--- config.mk ---
export PLATFORM = sky130hd
export DESIGN_NAME = bit_serializer
export DESIGN_NICKNAME = d
export VERILOG_FILES = /design/src/rtl/bit_serializer.sv
export SDC_FILE = /design/constraint.sdc
export NUM_CORES = 1
export LEC_CHECK = 0
export CAP_MARGIN = 20
export CORE_UTILIZATION = 45
export DETAILED_ROUTE_END_ITERATION = 10
export GPL_TIMING_DRIVEN = 1
export HOLD_SLACK_MARGIN = 0.08
export PLACE_DENSITY = 0.69
export SYNTH_ARGS = -nofsm -noshare
export SYNTH_HDL_FRONTEND = slang
export SYNTH_SLANG_ARGS = --single-unit
--- constraint.sdc ---
create_clock -name clk -period 2.9 [get_ports clk]
set_input_delay 0.58 -clock clk [delete_from_list [all_inputs] [get_ports clk]]
set_output_delay 0.58 -clock clk [all_outputs]
set_load 0.01 [all_outputs]
--- src/rtl/bit_serializer.sv ---
// Parallel-to-serial front end: WIDTH-bit words in over valid/ready, MSB-first bit stream out.
// A one-word holding register lets consecutive words stream with no idle cycles between frames.
module bit_serializer #(
   parameter int   WIDTH    = 8,
   parameter logic IDLE_BIT = 1'b0
) (
   input  logic             clk,
   input  logic             rst,
   input  logic [WIDTH-1:0] data_in,
   input  logic             data_valid,
   output logic             data_ready,
   output logic             out_bit,
   output logic             bit_valid,
   output logic             frame_start,
   output logic             busy
);

   localparam int CW = (WIDTH > 1) ? $clog2(WIDTH) : 1;
   localparam logic [CW-1:0] LAST = CW'(WIDTH - 1);

   typedef enum logic {
      IDLE  = 1'b0,
      SHIFT = 1'b1
   } state_t;

   state_t           state;
   logic [WIDTH-1:0] hold;
   logic [WIDTH-1:0] shreg;
   logic             hold_full;
   logic [CW-1:0]    bit_cnt;
   logic             accept;
   logic             xfer;

   // Handshake: a word moves when data_valid and data_ready are both high at a rising
   // edge; upstream keeps data_in stable while data_valid is high and data_ready is low.
   assign data_ready = ~hold_full;
   assign accept     = data_valid & ~hold_full;

   // Load the shifter from hold when idle, or on the last bit so the next MSB follows directly.
   assign xfer = hold_full & ((state == IDLE) | (bit_cnt == LAST));
   assign busy = (state == SHIFT) | hold_full;

   always_ff @(posedge clk or posedge rst) begin
      if (rst) begin
         state       <= IDLE;
         hold        <= '0;
         hold_full   <= 1'b0;
         shreg       <= '0;
         bit_cnt     <= '0;
         out_bit     <= IDLE_BIT;
         bit_valid   <= 1'b0;
         frame_start <= 1'b0;
      end else begin
         // accept and xfer are mutually exclusive: xfer needs hold_full, accept needs it clear.
         if (accept) begin
            hold      <= data_in;
            hold_full <= 1'b1;
         end
         if (xfer) begin
            shreg       <= hold;
            hold_full   <= 1'b0;
            bit_cnt     <= '0;
            state       <= SHIFT;
            out_bit     <= hold[WIDTH-1];
            bit_valid   <= 1'b1;
            frame_start <= 1'b1;
         end else if (state == SHIFT) begin
            frame_start <= 1'b0;
            if (bit_cnt != LAST) begin
               bit_cnt <= bit_cnt + 1'b1;
               shreg   <= {shreg[WIDTH-2:0], 1'b0};
               out_bit <= shreg[WIDTH-2];
            end else begin
               state     <= IDLE;
               out_bit   <= IDLE_BIT;
               bit_valid <= 1'b0;
            end
         end
      end
   end

endmodule

# After elaboration in Yosys (flattened, before gate mapping)
# Cells that the tools add are included.
# totals
register_bits	23
out_inout_bits	5
wordCells	42
# op_classes
n_addsub	1
eq_ne	3
n_mux	19
bitwise_logic	6
n_reduce_logical	5
# op_table
op	n
$mux W7	3
$mux W1	13
$mux W3	3
$reduce_bool A2 Y1	3
$reduce_and A2 Y1	2
$add A3 B1 Y3 const B	1
$eq A3 B3 Y1 const B	1
$ne A3 B3 Y1 const B	1
$and A1 B1 Y1	2
$ne A2 B2 Y1 const B	1
$not A1 Y1	2
$or A1 B1 Y1	2

# Logic depth before layout (Yosys ltp)
# logic_depth
depth_word	5
mapped_depth	6
ltp_nobuf	5

# Worst setup path before layout
# Ideal clock, no wire load.
# synth_path
kind	reg2out
start	register hold_full
end	output busy
t_arrival_ns	0.942
required_ns	2.320
slack_ns	1.378
stages_incl_launch_ff	4
n_path_buf	2
path_cell_list	dfrtp_1 -> buf_6 -> clkbuf_8 -> or2_2
# synth_via
elab_chain_cells	1
# synth_lines
element	line	rtl
start, declared	29	logic hold_full;
start signal, assigned	47	hold_full <= 1'b0;
start signal, assigned	57	hold_full <= 1'b1;
start signal, assigned	61	hold_full <= 1'b0;
$or A1 B1 Y1	41	assign busy = (state == SHIFT) | hold_full;
end, declared	15	output logic busy
# Every way passes these cells.

# Final worst setup path
# Ends and elaborated chain as after synthesis.

==> results.py <==
metrics = {
    "pwr": {
        "leakage_uw": 0.000575,
        "ir_drop_mv": 0.496,
        "powerDensity_mw_per_mm2": 976,
    },
    "final_layout": {
        "final_cells": 125,
        "drive_above_1_share_pct": 18.4,
        "fill_cells": 173,
        "antennaDiodeCount": 0,
        "area_growth_pct": 17.3,
        "multiInputGateArea_sq_um": 402,
        "nets": 112,
        "final_util_pct": 58.9,
        "final_area_sq_mm": 0.00121,
        "ff_latch_area_sq_um": 576,
    },
    "detailed_routing": {
        "first_pass_iters": 2,
        "drtAntennaViolNets": 0,
        "vias_per_cell": 4.91,
        "initialDrtViolationCount": 5,
        "wirelength_um": 1590,
        "drc": 0,
        "wl_per_cell_um": 12.7,
        "via_count": 614,
    },
    "cts": {
        "cts_inserted_buffers": 3,
        "cts.sinks": 23,
        "clk_latency_ns": 0.30,
        "clk_pin_slew_worst_paths_ns": 0.12,
        "postCtsHoldBufs": 0,
        "h-tree-depth": 1,
        "cts_root_buffer": "clkbuf_4",
        "clockBufferDepth": 2,
        "post_cts_buffers": 0,
        "cts_tree": "done",
        "ctsResizeCount": 0,
    },
    "worst_hold_path": {
        "hp-start": "shreg[2]",
        "hold_end": "shreg[3]",
        "hp-class": "flip-flop to flip-flop",
        "hold_depth": 2,
    },
    "yosys": {
        "synth.yosys.warnings": 0,
        "netlist_instances": 82,
        "syn_area_per_cell_sq_um": 12.6,
        "seq_area_frac_synth_pct": 55.6,
        "synthTopCellsByArea": "dfrtp_1 56%, mux2_4 12%, mux2i_1 7.7%",
        "synth_top_area_share_pct": 55.6,
        "synth_seq_cells": 23,
        "syn_area_sq_mm": 0.00103,
        "yosysTopAreaCell": "dfrtp_1",
        "syn-num-nets": 95,
        "ys_types": 19,
    },
    "sta": {
        "max-slew-margin-rel_pct": 43.0,
        "setup_slack_ns": 0.690,
        "worst_slew_pin_slew_ns": 0.854,
        "setup_tns_ns": 0,
        "slew_viol_final": 0,
        "timing_hold_violations_final": 0,
        "skew_ns": 0.00666,
        "fmax_ghz": 0.453,
        "final.period_utilization_pct": 76.2,
        "rsz0062_at_grt": "no",
        "period_needed_ns": 2.21,
        "setup_violations": 0,
    },
    "die": {
        "io_pins": 16,
        "start_util_pct": 50.2,
        "design.core.area_sq_mm": 0.00206,
        "die_y_um": 50.0,
        "dieArea_sq_mm": 0.00250,
        "rows": 16,
        "die_w_um": 50.0,
    },
    "setup_path": {
        "r2r_slack_ns": 1.10,
        "crit_path_start_kind": "flip-flop",
        "r2r-start": "bit_cnt[0]",
        "worstPathArrival_ns": 1.63,
        "r2r_cells": 6,
        "endpoint_kind": "output port",
        "critPathKind": "flip-flop to output port",
        "worstReg2RegEnd": "bit_cnt[0]",
        "critPathMaxFanout": 9,
        "crit_required_ns": 2.32,
    },
    "global_routing": {
        "grt_overflow": 0,
        "grt_pass1_vias": 653,
        "grt_start_max_net_pins": 24,
        "grt_pass1_wl_um": 2890,
        "grt_usage_pct": 16.1,
        "antenna_found_initial": 0,
    },
    "placement": {
        "hpwl_um": 1150,
        "gp_congestion": 0.677,
        "place_ws_ns": 1.03,
        "dpl-instance-area_sq_mm": 0.00119,
        "port_buffers": 15,
        "dpl.cell_count": 121,
    },
    "status": {
        "run_status": "completed",
    },
    "run": {
        "cap_viol_max_count": 0,
    },
}
[layout by cell type, fill, tap and decap left out]
| cell type | synthesis | layout |
|---|---|---|
| buf_4 | 0 | 2 |
| nor2_1 | 4 | 4 |
| clkbuf_4 | 0 | 3 |
| o21ai_0 | 10 | 10 |
| a21o_2 | 1 | 1 |
| mux2i_1 | 8 | 8 |
| a31oi_1 | 1 | 1 |
| clkbuf_1 | 0 | 1 |
| mux2_4 | 8 | 8 |
| nor2b_4 | 1 | 1 |
| dfrtp_1 | 23 | 23 |
| a32oi_1 | 1 | 1 |
| nor2b_2 | 1 | 1 |
| nand2_1 | 11 | 11 |
| inv_1 | 3 | 3 |
| ha_1 | 2 | 2 |
| or2_2 | 1 | 1 |
| nand2b_1 | 1 | 1 |
| clkdlybuf4s50_1 | 0 | 15 |
| mux2_2 | 1 | 1 |
[power breakdown]
part           switching [uW]  internal, uW
Clock                    90.0          53.6
Combinational             204           281
Sequential               96.0           459
[per-stage QoR]
step                hold WS, ns  power, uW
global placement          0.458       1030
finish                    0.493       1180
floorplan                 0.449        942
global route              0.544       1300
CTS                       0.500       1210
detailed placement        0.470       1060
[worst max-delay path, stage by stage, from the launching register on]
cell and delay, ns:
dfrtp_1 0.53, or2_2 0.32, clkdlybuf4s50_1 0.48
[worst max path at each step]
stage / startpoint / end / slack, ns
CTS: hold_full / busy / 0.67
finish: hold_full / busy / 0.69
global placement: hold_full / busy / 1.03
detailed placement: hold_full / busy / 1.03
global route: hold_full / busy / 0.62
floorplan: hold_full / busy / 1.38
[cell families (layout without fill, tap and decap cells)]
logic type / count (synthesis) / in the layout / share of synthesized area (%)
fa+ha+maj: 2 / 2 / 2.42
flops: 23 / 23 / 55.6
simple gates: 19 / 19 / 8.83
compound gates: 13 / 13 / 7.14
buf+inv: 8 / 24 / 5.56
mux: 17 / 17 / 20.4
[cell type report]
class | count | share of cell area [%]
repair buffers | 17 | 13.6
multi-input cells | 51 | 33.1
clock buffers | 4 | 2.16
inverters | 3 | 0.928
well taps | 27 | 2.78
flip-flops and latches | 23 | 47.4
[metal layers]
metal / wire (um) / global-route usage (%) / vias to the layer above / part of all wire, %
met1: 746 / 18.5 / 288 / 47
met4: 14 / 4.29 / 0 / 0.88
met2: 744 / 27.3 / 17 / 47
met3: 86 / 6.79 / 2 / 5.4
li1: - / - / 307 / -
met5: 0 / 0 / - / 0
[Yosys cell counts, drive strengths merged]
cell type,count
mux2i,8
clkbuf,1
nand2,11
a31oi,1
buf,4
dfrtp,23
or2,1
o21ai,10
nor2b,2
nand2b,1
nor2,4
a32oi,1
ha,2
inv,3
a21o,1
mux2,9
[flip-flops by register name, summed over array words and instances, names as in the netlist]
register,cells
bit_cnt,3
out_bit,1
hold_full,1
hold,8
state,1
frame_start,1
shreg,7
bit_valid,1
Note: power is estimated with default switching activity, not from simulation.
